[config.mk]
export PLATFORM = sky130hd
export DESIGN_NAME = data_mem_responder
export DESIGN_NICKNAME = d
export VERILOG_FILES = /design/src/rtl/simple_processor_pkg.sv /design/src/rtl/dmem_array.sv /design/src/rtl/data_mem_responder.sv
export SDC_FILE = /design/constraint.sdc
export NUM_CORES = 2
export LEC_CHECK = 0
export CORE_MARGIN = 4
export CORE_UTILIZATION = 31
export CTS_CLUSTER_DIAMETER = 100
export CTS_CLUSTER_SIZE = 12
export DETAILED_ROUTE_END_ITERATION = 10
export GPL_ROUTABILITY_DRIVEN = 0
export SYNTH_ARGS = -nofsm -noshare
export SYNTH_HDL_FRONTEND = slang
export SYNTH_HIERARCHICAL = 1
export SYNTH_SLANG_ARGS = --single-unit
[constraint.sdc]
create_clock -name clk_i -period 2.8 [get_ports clk_i]
set_input_delay 0.28 -clock clk_i [delete_from_list [all_inputs] [get_ports clk_i]]
set_output_delay 0.28 -clock clk_i [all_outputs]
set_load 0.01 [all_outputs]
[src/rtl/simple_processor_pkg.sv]
// Shared processor-wide widths and the data-memory responder state encoding.
package simple_processor_pkg;

  localparam int unsigned ADDR_WIDTH = 32;
  localparam int unsigned DATA_WIDTH = 32;

  typedef enum logic [1:0] {
    IDLE = 2'd0,
    WAIT = 2'd1,
    ACK  = 2'd2
  } dmem_state_t;

endpackage

[src/rtl/dmem_array.sv]
// Data storage: asynchronous read, synchronous write, whole array cleared by reset.
module dmem_array #(
  parameter int unsigned DEPTH = 64,
  parameter int unsigned WIDTH = 32
) (
  input  logic                     clk_i,
  input  logic                     arst_ni,
  input  logic                     we_i,
  input  logic [$clog2(DEPTH)-1:0] waddr_i,
  input  logic [WIDTH-1:0]         wdata_i,
  input  logic [$clog2(DEPTH)-1:0] raddr_i,
  output logic [WIDTH-1:0]         rdata_o
);

  logic [WIDTH-1:0] mem_q [DEPTH];

  always_ff @(posedge clk_i or negedge arst_ni) begin
    if (!arst_ni) begin
      for (int unsigned i = 0; i < DEPTH; i++) begin
        mem_q[i] <= '0;
      end
    end else if (we_i) begin
      mem_q[waddr_i] <= wdata_i;
    end
  end

  assign rdata_o = mem_q[raddr_i];

endmodule

[src/rtl/data_mem_responder.sv]
// Data-memory responder: captures one request, waits LATENCY cycles, then
// issues a single-cycle ack (with err for out-of-range addresses).
module data_mem_responder
  import simple_processor_pkg::*;
#(
  parameter int unsigned MEM_ADDR_WIDTH = simple_processor_pkg::ADDR_WIDTH,
  parameter int unsigned MEM_DATA_WIDTH = simple_processor_pkg::DATA_WIDTH,
  parameter int unsigned DEPTH          = 64,
  parameter int unsigned LATENCY        = 2
) (
  input  logic                      clk_i,
  input  logic                      arst_ni,
  input  logic                      dmem_req_i,
  input  logic                      dmem_we_i,
  input  logic [MEM_ADDR_WIDTH-1:0] dmem_addr_i,
  input  logic [MEM_DATA_WIDTH-1:0] dmem_wdata_i,
  output logic [MEM_DATA_WIDTH-1:0] dmem_rdata_o,
  output logic                      dmem_ack_o,
  output logic                      dmem_err_o
);

  localparam int unsigned IW  = $clog2(DEPTH);
  localparam logic [3:0]  LAT = 4'(LATENCY);

  dmem_state_t               state_q, state_d;
  logic [3:0]                cnt_q, cnt_d;
  logic                      we_q, we_d;
  logic [MEM_ADDR_WIDTH-1:0] addr_q, addr_d;
  logic [MEM_DATA_WIDTH-1:0] wdata_q, wdata_d;

  logic                      in_range;
  logic                      mem_we;
  logic [MEM_DATA_WIDTH-1:0] mem_rdata;

  // Range check is done on the full captured address before indexing.
  assign in_range = 64'(addr_q) < 64'(DEPTH);

  dmem_array #(
    .DEPTH (DEPTH),
    .WIDTH (MEM_DATA_WIDTH)
  ) u_array (
    .clk_i   (clk_i),
    .arst_ni (arst_ni),
    .we_i    (mem_we),
    .waddr_i (addr_q[IW-1:0]),
    .wdata_i (wdata_q),
    .raddr_i (addr_q[IW-1:0]),
    .rdata_o (mem_rdata)
  );

  always_ff @(posedge clk_i or negedge arst_ni) begin
    if (!arst_ni) begin
      state_q <= IDLE;
      cnt_q   <= '0;
      we_q    <= 1'b0;
      addr_q  <= '0;
      wdata_q <= '0;
    end else begin
      state_q <= state_d;
      cnt_q   <= cnt_d;
      we_q    <= we_d;
      addr_q  <= addr_d;
      wdata_q <= wdata_d;
    end
  end

  always_comb begin
    state_d      = state_q;
    cnt_d        = cnt_q;
    we_d         = we_q;
    addr_d       = addr_q;
    wdata_d      = wdata_q;
    mem_we       = 1'b0;
    dmem_ack_o   = 1'b0;
    dmem_err_o   = 1'b0;
    dmem_rdata_o = '0;

    unique case (state_q)
      IDLE: begin
        if (dmem_req_i) begin
          we_d    = dmem_we_i;
          addr_d  = dmem_addr_i;
          wdata_d = dmem_wdata_i;
          cnt_d   = LAT;
          state_d = (LAT != 4'd0) ? WAIT : ACK;
        end
      end
      WAIT: begin
        cnt_d = cnt_q - 4'd1;
        if (cnt_q <= 4'd1) begin
          state_d = ACK;
        end
      end
      ACK: begin
        dmem_ack_o   = 1'b1;
        dmem_err_o   = ~in_range;
        dmem_rdata_o = (!we_q && in_range) ? mem_rdata : '0;
        // Write lands on the edge that leaves ACK.
        mem_we       = we_q && in_range;
        cnt_d        = '0;
        state_d      = IDLE;
      end
      default: begin
        state_d = IDLE;
      end
    endcase
  end

endmodule

==> run summary <==
Outcome = finished, violations left
Failing checks = setup timing
Starting Density = 31.2%
Sink Count = 2,119
Worst Slack Setup Final = -1.49 ns
Setup Crit Path Kind = reg -> out
Synthesized area = 95,600 sq um
Fin area = 120,000 sq um
Dpl hpwl = 183,000 microns
Nets = 6,690
Clock Latency Late Sink = 0.89 ns
Yosys reg bits = 2,119
Global-route wire length before repair = 430,000 microns
Layout area overhead = 25.8%
Most common cell after layout, fill and taps aside = dfrtp_1
Sequential fraction of the synthesis area = 55.5%
CP max stage cell = nor3_4
Worst Clk Skew = 0.0663 ns
FILL cells = 27,900
CTS Root Buffer Type = clkbuf_16
Cts bufs inserted = 202
Syn Nets = 6,090
Main synth FF type = dfrtp_1
Unrepaired setup endpoints after global routing = yes
WP data required = 2.52 ns
Die Wd = 563 microns
Post-Place Worst Slack = -1.03 ns
Row cnt = 203
CP Data Arrival Time = 4.01 ns
Power density over cell area = 749 nW/um^2
Worst hold path type = in -> async
Remaining global-route overflow = 0
Leakage = 0.0560 uW
Number of global-route vias before repair = 61,000
Largest net degree at the start of global routing = 98
Clock transition at path regs = 0.07 ns
R2r setup slk = -0.32 ns
Ys async rst share = 100%
Average wire per standard cell = 28.3 microns
Final wirelength = 304,000 microns
Peak Freq = 233 MHz
Slew Limit Headroom = 13.5%
Die area = 317,000 sq um
Max Cap Viol = 0
Worst-case clock buffer depth = 4
Post-Layout Cell Count = 10,700
Tmin final = 4.29 ns
DRT iter0 DRCs = 4,493
Routed Antenna Nets = 0
Layout cells sized above 1 = 61.5%
Setup_tns = -327.45 ns
Setup crit start kind = flip-flop
H-tree levels = 4
Worst Tran Pin Value = 1.30 ns
Via count = 57,600
Distinct cell type count after synthesis = 48
Number of top-level pins = 102
Final Hold Viols = 0
Syn Inst Count = 6,016
1st-pass router iterations = 5
Critical Path Sink Type = output pin
Final Slew Violations = 0
Area post-placement = 107,000 sq um
Max IR drop VDD = 0.000677 V
DP Cell Count = 10,300
Commonest cells after routing, fill and taps aside = 2,082 x dfrtp_1, 1,700 x mux2_2, 538 x mux4_2
Yosys warns = 6
Crit path cell chain = buf_12, buf_16, buf_16, buf_12, mux4_2, mux4_2, nor2_4, nand4b_1, nor3_4, and3_4, buf_6
Die H = 563 microns
DR DRC count = 0
Antenna violations before repair = 9
Vias per cell = 5.37
# port buffers = 101
Avg Inst Size Synth = 15.9 sq um
CTS tree = yes
Critical-path maximum fanout = 5
Core ar. = 306,000 sq um
Number of flops mapped to enable cells by yosys = 0
Fin crit share = 153%
Final setup viols = 2,062
Crit-path max cell delay = 0.72 ns
GRT Util Overall = 18.1%
[stage by stage]
stage | utilization (%) | hold WS [ns] | total power, uW
after detailed placement | 35.1 | 0.285 | 60700
final | 39.3 | 0.0483 | 90000
after global routing | 39.3 | 0.0311 | 93200
after CTS | 37.9 | 0.000783 | 88600
after global placement | 35.1 | 0.296 | 60500
after floorplan | - | -0.0156 | 46000
[power breakdown]
part           switching [uW]  leakage, uW  internal (uW)
sequential               4060       0.0294          31100
combinational           16900       0.0240          13700
clock                   11400      0.00257          12900
total                   32300       0.0560          57700
[cell type report]
cell class	instances	area, sq um	area share (%)
antenna	5	12.5	0.0104
clock buffer	219	5150	4.28
inverter	8	37.5	0.0312
timing repair buffer	1001	13700	11.4
multi-input combinational	3284	43100	35.8
clock inverter	7	83.8	0.0697
sequential	2119	53100	44.1
tap	4100	5130	4.26
[cells in the mapped netlist, types with 2 or more instances]
master     count  area (sq um)
mux2_2      2121         23900
dfrtp_1     2119         53000
mux4_2       538         12100
clkbuf_1     299          1120
buf_2        161           806
nor2_1       117           439
o22ai_1      101           632
buf_1        100           375
mux2i_1       87           871
nand2_1       64           240
a21oi_1       51           255
and3_1        31           194
buf_4         31           233
o221ai_1      22           193
nor3_1        17          85.1
o21ai_0       16          80.1
nand3_1       15          75.1
buf_6         14           158
nor2b_1       11          68.8
nand2b_1      10          62.6
nand3b_1       8          60.1
nor4_1         7          43.8
a221oi_1       6          52.6
a31oi_1        6          37.5
ha_1           6          75.1
inv_1          6          22.5
nand4_1        6          37.5
and2_1         5          31.3
or3_1          5          31.3
or3b_2         5          43.8
or2_2          4          25.0
and3_2         3          22.5
nand4b_1       3          26.3
o22a_1         3          26.3
a2111oi_0      2          17.5
a211oi_1       2          15.0
inv_2          2          7.51
nor3b_1        2          15.0
[registers in the layout (all words and copies together), names as in the netlist]
name / cells
u_array/mem_q: 2048
we_q: 1
cnt_q: 4
addr_q: 32
state_q: 2
wdata_q: 32
[layer usage]
metal	part of all wire [%]	up-vias	track usage, %	routed length (microns)
met4	2.6	0	4.77	8030
met1	45	32100	26.0	137000
met3	6.6	391	2.98	20200
met2	46	1701	28.4	139000
met5	0	-	0	0
li1	-	23500	-	-
[what timing repair did]
action,4_1_cts,5_1_grt
setup endpoints to repair,1801,1510
endpoints found under the hold margin,476,0
cloned,29,44
pin swaps,63,120
hold buffers,17,0
buffers inserted,100,104
resized for setup,423,685
[worst paths after layout]
path	from	to	depth (start not counted)
worst max-delay path	addr_q[0]	dmem_rdata_o[7]	11
worst min-delay path	arst_ni	u_array/mem_q[829]	2
worst max register to register	addr_q[24]	u_array/mem_q[1185]	14
worst min register to register	u_array/mem_q[1698]	u_array/mem_q[1698]	1
max in group asynchronous	arst_ni	u_array/mem_q[1088]	3
min in group clk_i	dmem_wdata_i[25]	wdata_q[25]	2
[cells by family (layout without fill, tap and decap cells)]
kind of cell             count (synthesis)  after routing  share of synthesized area [%]
AO/OA/AOI/OAI                          214            214                           1.41
adder cells (fa/ha/maj)                  6              6                         0.0785
buffers and inverters                  613           1235                           2.85
flip-flops                            2119           2119                           55.5
multiplexers                          2746           2746                           38.6
other                                    0              5                              0
AND/OR/NAND/NOR                        318            318                           1.62
[worst max-delay path: cells and delay by family, from the launching register on]
family,cells,cell delay [ns]
buffers and inverters,5,0.67
multiplexers,2,0.59
flip-flops,1,0.52
AND/OR/NAND/NOR,4,1.32
Note: power is estimated with default switching activity, not from simulation.
